## config.mk

```make
export PLATFORM = sky130hd
export DESIGN_NAME = mem_port_arbiter
export DESIGN_NICKNAME = d
export VERILOG_FILES = /design/src/rtl/mem_arb_pkg.sv /design/src/rtl/mem_arb_timer.sv /design/src/rtl/mem_port_arbiter.sv
export SDC_FILE = /design/constraint.sdc
export NUM_CORES = 1
export LEC_CHECK = 0
export ABC_CLOCK_PERIOD_IN_PS = 4500
export BUFFER_PORTS_ARGS = -buffer_cell sky130_fd_sc_hd__buf_4
export CAP_MARGIN = 25
export CORE_MARGIN = 2
export CORE_UTILIZATION = 40
export CTS_BUF_LIST = sky130_fd_sc_hd__clkbuf_8
export DETAILED_ROUTE_END_ITERATION = 10
export PLACE_DENSITY_LB_ADDON = 0.2
export SYNTH_ARGS = -nofsm -noshare
export SYNTH_HDL_FRONTEND = slang
export SYNTH_HIERARCHICAL = 1
export SYNTH_SLANG_ARGS = --single-unit
export TNS_END_PERCENT = 100
```

## constraint.sdc

```tcl
create_clock -name clk -period 4.5 [get_ports clk]
set_clock_uncertainty 0.2 [all_clocks]
set_input_delay 0.9 -clock clk [delete_from_list [all_inputs] [get_ports clk]]
set_output_delay 0.9 -clock clk [all_outputs]
set_load 0.01 [all_outputs]
```

## src/rtl/mem_arb_pkg.sv

```systemverilog
// Shared types and defaults for the unified-memory port arbiter.
package mem_arb_pkg;
  typedef enum logic [1:0] {IDLE, BUSY, DONE} state_t;

  localparam logic OWN_I = 1'b0;
  localparam logic OWN_D = 1'b1;

  localparam int DEF_MAX_D_STREAK = 4;
  localparam int DEF_TIMEOUT      = 15;
endpackage

```

## src/rtl/mem_arb_timer.sv

```systemverilog
// Loadable up-counter with clear/enable; o_tc flags the last count before TIMEOUT.
module mem_arb_timer #(
  parameter int TIMEOUT = 15,
  parameter int W       = $clog2(TIMEOUT + 1)
) (
  input  logic         clk,
  input  logic         reset,
  input  logic         i_clr,
  input  logic         i_load,
  input  logic [W-1:0] i_load_val,
  input  logic         i_en,
  output logic         o_tc
);
  localparam logic [W-1:0] TC_VAL = W'(TIMEOUT - 1);

  logic [W-1:0] r_cnt;

  always_ff @(posedge clk) begin
    if (reset || i_clr)  r_cnt <= '0;
    else if (i_load)     r_cnt <= i_load_val;
    else if (i_en)       r_cnt <= r_cnt + 1'b1;
  end

  // Terminal when this enabled cycle would bring the count up to TIMEOUT.
  assign o_tc = (r_cnt == TC_VAL);
endmodule

```

## src/rtl/mem_port_arbiter.sv

```systemverilog
// Serialises I-fetch and D-access onto one single-port memory with D-streak
// anti-starvation, variable-latency handshake and timeout completion.
module mem_port_arbiter
  import mem_arb_pkg::*;
#(
  parameter int ADDR_W       = 32,
  parameter int DATA_W       = 32,
  parameter int MAX_D_STREAK = DEF_MAX_D_STREAK,
  parameter int TIMEOUT      = DEF_TIMEOUT
) (
  input  logic              clk,
  input  logic              reset,
  input  logic              i_req,
  input  logic [ADDR_W-1:0] i_addr,
  output logic              i_ready,
  output logic [DATA_W-1:0] i_rdata,
  output logic              i_err,
  input  logic              d_req,
  input  logic              d_we,
  input  logic [ADDR_W-1:0] d_addr,
  input  logic [DATA_W-1:0] d_wdata,
  output logic              d_ready,
  output logic [DATA_W-1:0] d_rdata,
  output logic              d_err,
  output logic              mem_req,
  output logic              mem_we,
  output logic [ADDR_W-1:0] mem_addr,
  output logic [DATA_W-1:0] mem_wdata,
  input  logic              mem_ack,
  input  logic [DATA_W-1:0] mem_rdata
);
  localparam int           TW         = $clog2(TIMEOUT + 1);
  localparam logic [3:0]   STREAK_MAX = 4'(MAX_D_STREAK);

  state_t            r_state;
  logic              r_own;
  logic              r_we;
  logic [3:0]        r_streak;
  logic              r_i_ready, r_i_err, r_d_ready, r_d_err;
  logic [DATA_W-1:0] r_i_rdata, r_d_rdata;
  logic              r_mem_req, r_mem_we;
  logic [ADDR_W-1:0] r_mem_addr;
  logic [DATA_W-1:0] r_mem_wdata;

  logic w_starve, w_d_grant, w_i_grant, w_tmr_en, w_tmr_tc;

  // I wins only when it is waiting and D has used up its streak.
  assign w_starve  = i_req && (r_streak == STREAK_MAX);
  assign w_d_grant = (r_state == IDLE) && d_req && !w_starve;
  assign w_i_grant = (r_state == IDLE) && !w_d_grant && i_req;
  assign w_tmr_en  = (r_state == BUSY) && !mem_ack;

  mem_arb_timer #(.TIMEOUT(TIMEOUT), .W(TW)) u_timer (
    .clk        (clk),
    .reset      (reset),
    .i_clr      (w_d_grant || w_i_grant),
    .i_load     (1'b0),
    .i_load_val ('0),
    .i_en       (w_tmr_en),
    .o_tc       (w_tmr_tc)
  );

  always_ff @(posedge clk) begin
    if (reset) begin
      r_state     <= IDLE;
      r_own       <= OWN_I;
      r_we        <= 1'b0;
      r_streak    <= '0;
      r_i_ready   <= 1'b0;
      r_i_err     <= 1'b0;
      r_i_rdata   <= '0;
      r_d_ready   <= 1'b0;
      r_d_err     <= 1'b0;
      r_d_rdata   <= '0;
      r_mem_req   <= 1'b0;
      r_mem_we    <= 1'b0;
      r_mem_addr  <= '0;
      r_mem_wdata <= '0;
    end else begin
      case (r_state)
        IDLE: begin
          if (w_d_grant) begin
            r_state     <= BUSY;
            r_own       <= OWN_D;
            r_we        <= d_we;
            r_mem_req   <= 1'b1;
            r_mem_we    <= d_we;
            r_mem_addr  <= d_addr;
            r_mem_wdata <= d_wdata;
            if (i_req) r_streak <= (r_streak == STREAK_MAX) ? STREAK_MAX : r_streak + 4'd1;
            else       r_streak <= '0;
          end else if (w_i_grant) begin
            r_state     <= BUSY;
            r_own       <= OWN_I;
            r_we        <= 1'b0;
            r_mem_req   <= 1'b1;
            r_mem_we    <= 1'b0;
            r_mem_addr  <= i_addr;
            r_mem_wdata <= '0;
            r_streak    <= '0;
          end
        end
        BUSY: begin
          if (mem_ack || w_tmr_tc) begin
            r_state   <= DONE;
            r_mem_req <= 1'b0;
            if (r_own == OWN_I) begin
              r_i_ready <= 1'b1;
              r_i_err   <= !mem_ack;
              r_i_rdata <= mem_ack ? mem_rdata : '0;
            end else begin
              r_d_ready <= 1'b1;
              r_d_err   <= !mem_ack;
              // A completed store keeps the last load data.
              if (!mem_ack)   r_d_rdata <= '0;
              else if (!r_we) r_d_rdata <= mem_rdata;
            end
          end
        end
        DONE: begin
          r_state   <= IDLE;
          r_i_ready <= 1'b0;
          r_i_err   <= 1'b0;
          r_d_ready <= 1'b0;
          r_d_err   <= 1'b0;
        end
        default: r_state <= IDLE;
      endcase
    end
  end

  assign i_ready   = r_i_ready;
  assign i_err     = r_i_err;
  assign i_rdata   = r_i_rdata;
  assign d_ready   = r_d_ready;
  assign d_err     = r_d_err;
  assign d_rdata   = r_d_rdata;
  assign mem_req   = r_mem_req;
  assign mem_we    = r_mem_we;
  assign mem_addr  = r_mem_addr;
  assign mem_wdata = r_mem_wdata;
endmodule

```

==> results_dict.tcl <==
set metrics [dict create \
    grt_overflow 0 \
    reg2reg_slack_ns 1.97 \
    worstPathRequired_ns 4.67 \
    synth_seq_cells 145 \
    yosysSeqAreaShare_pct 45.5 \
    use_met2_pct 35.3 \
    clockBufferDepth 2 \
    die_area_sq_um 17000 \
    route.detailed.drc 0 \
    synth_top_cell_area_share_pct 45.5 \
    maxCapViolCount 0 \
    fin_crit_sh_pct 56.6 \
    gr-usage-all-layers_pct 22.1 \
    drive_above_1_share_pct 36.1 \
    crit_type "in -> reg" \
    synth.avg_cell_area_sq_um 8.77 \
    synth_most_common_cell "dfxtp_1" \
    netlist_instances 728 \
    htree_levels 4 \
    synth_cell_types 46 \
    cts_sinks 145 \
    fin_tns_setup_ns 0 \
    synth_area_sq_um 6380 \
    cp.arrival_ns 2.71 \
    cts_inserted_buffers 17 \
    worst-slew-pin-transition_ns 1.05 \
    setup_ws_ns 1.95 \
    post_cts_resized 0 \
    fmax_ghz 0.392 \
    slew_violations 0 \
    path_clk_slew_ns 0.08 \
    core_sq_um 15700 \
    worstHoldStart "mem_wdata[13]" \
    ant_nets 0 \
    synth_area_leaders "dfxtp_1 (45%), a21oi_1 (8.4%), o21ai_1 (7.8%)" \
    drtIter0Drc 372 \
    firstDrtPassIters 8 \
    startpoint_type "input pin" \
    hold_end "mem_wdata[13]" \
    rsz0062_at_grt "false" \
    use_met3_pct 7.83 \
    post_cts_buffers 0 \
    synth_ff_type "dfxtp_1" \
    setup_viol 0 \
    initial_core_util_pct 40.6 \
    max-slew-margin-rel_pct 29.9 \
    powerDensity_nw_per_um2 342 \
    cp_max_fo 73 \
    synth_common_cells "dfxtp_1 (145), a21oi_1 (107), o21ai_1 (100), nand3_1 (99), nand2_1 (38)" \
    cts_tree "yes" \
    n_antenna_cell 0 \
    cts-root-buf "clkbuf_8" \
    status "finished, final reports clean" \
    wl_per_cell_microns 16.4 \
    std_cell_rows 46 \
    grt_max_degree 144 \
    critical_path.endpoint_type "flip-flop" \
    regToRegStartpoint "u_timer/r_cnt[0]" \
    synth_area_leader_cell "dfxtp_1" \
    via_count 6204 \
    ir_worst_vdd_mv 0.347 \
    antenna_found_initial 0 \
    min_path_type "reg -> reg" \
    clk_latency_ns 0.43 \
    grt_busiest_layer "met2" \
    reg2reg_depth 7 \
    first_global_vias 5830 \
    yosysWarnings 6 \
    die_w_microns 130 \
    gp_congestion 0.786 \
    area_growth_pct 38.3 \
    post-route-min-period_ns 2.55 \
    finalPower_w 0.00302 \
    hold_violations 0 \
    grtUsageMet1_pct 28.2 \
    holdBufCountCts 0 \
    dpl_worst_slack_ns 1.55 \
    io_buffer_count 267 \
    holdPathStages 2 \
    viasPerCell 5.25 \
    post-dp-hpwl_microns 12500 \
    boundaryPins 268 \
    p_leak_nw 3.59 \
    async_flop_share_pct 0 \
    fin_nets 1092 \
    wl_microns 19400 \
    fp.dieH_microns 130 \
    worstReg2RegEnd "i_rdata[1]" \
    grt_pass1_wl_microns 29700 \
    synth-edff-count 0 \
]
[per-layer routing]
| layer | routed length (microns) | up-vias |
|---|---|---|
| li1 | - | 3087 |
| met1 | 8120 | 2864 |
| met2 | 9050 | 230 |
| met3 | 1860 | 23 |
| met4 | 339 | 0 |
| met5 | 0 | - |
[placed cells by master (no fill, tap or decap), drive strengths merged, types with 2 or more instances in the layout]
| cell | n |
|---|---|
| or2 | 2 |
| xor2 | 3 |
| bufinv | 2 |
| clkinv | 5 |
| nand4b | 2 |
| nand2b | 4 |
| a2111oi | 2 |
| o32ai | 33 |
| nor3b | 2 |
| clkbuf | 21 |
| nand2 | 38 |
| dfxtp | 145 |
| a21boi | 2 |
| a311oi | 33 |
| nand4 | 3 |
| conb | 9 |
| inv | 39 |
| ha | 4 |
| or3b | 2 |
| buf | 280 |
| nor2b | 2 |
| nand3 | 99 |
| nor2 | 9 |
| o21ai | 103 |
| a21oi | 107 |
| nor3 | 2 |
[layout make-up]
| class | instances | area [sq um] |
|---|---|---|
| fill | 1509 | 6890 |
| tap | 216 | 270 |
| inverter | 37 | 139 |
| timing repair buffer | 280 | 2150 |
| clock inverter | 10 | 109 |
| clock buffer | 21 | 289 |
| sequential | 145 | 2900 |
| multi-input combinational | 473 | 2970 |
[worst max-delay path, stage by stage]
cell	delay (ns)
buf_4	0.30
nor2_2	0.86
buf_4	0.34
o21ai_1	0.09
a21oi_1	0.15
[power breakdown]
part | total (W) | switching (W) | leakage (nW) | internal [W]
logic | 0.000571 | 0.000303 | 2.19 | 0.000268
clock network | 0.00104 | 0.000496 | 0.209 | 0.000546
registers | 0.00140 | 0.0000451 | 1.18 | 0.00136
[registers in the layout (all words and copies together), names as in the netlist]
| signal | cells |
|---|---|
| d_err | 1 |
| d_rdata | 32 |
| d_ready | 1 |
| i_err | 1 |
| i_rdata | 32 |
| i_ready | 1 |
| mem_addr | 32 |
| mem_req | 1 |
| mem_wdata | 32 |
| mem_we | 1 |
| r_own | 1 |
| r_state | 2 |
| r_streak | 4 |
| u_timer/r_cnt | 4 |
[worst max path at each step]
stage                     start               end  slack (ns)  depth (start not counted)
6_report                mem_ack        i_rdata[1]        1.95                          5
5_1_grt        u_timer/r_cnt[0]        i_rdata[0]        1.74                          7
4_1_cts        u_timer/r_cnt[0]        i_rdata[1]        1.97                          7
3_5_place_dp            mem_ack        i_rdata[1]        1.55                          5
3_3_place_gp            mem_ack        i_rdata[1]        1.57                          5
2_1_floorplan           mem_ack  u_timer/r_cnt[1]        2.12                          7
[cells by family after synthesis]
family	after synthesis	share of synthesized area (%)
AO/OA/AOI/OAI	286	30.5
XOR/XNOR	4	0.549
adder cells (fa/ha/maj)	4	0.784
buffers and inverters	118	8.71
flip-flops	145	45.5
other	1	0.0588
AND/OR/NAND/NOR	170	13.9
[stage by stage]
stage                     cells  hold WS (ns)  util [%]  area, sq um
after floorplan             736         0.284         -         6410
after global routing       1182         0.299      56.2         8830
after detailed placement   1151         0.268      53.6         8430
final                      1182         0.279      56.2         8830
after global placement     1150         0.260      53.5         8400
after CTS                  1182         0.281      56.2         8830
(Power assumes the default switching activity.)
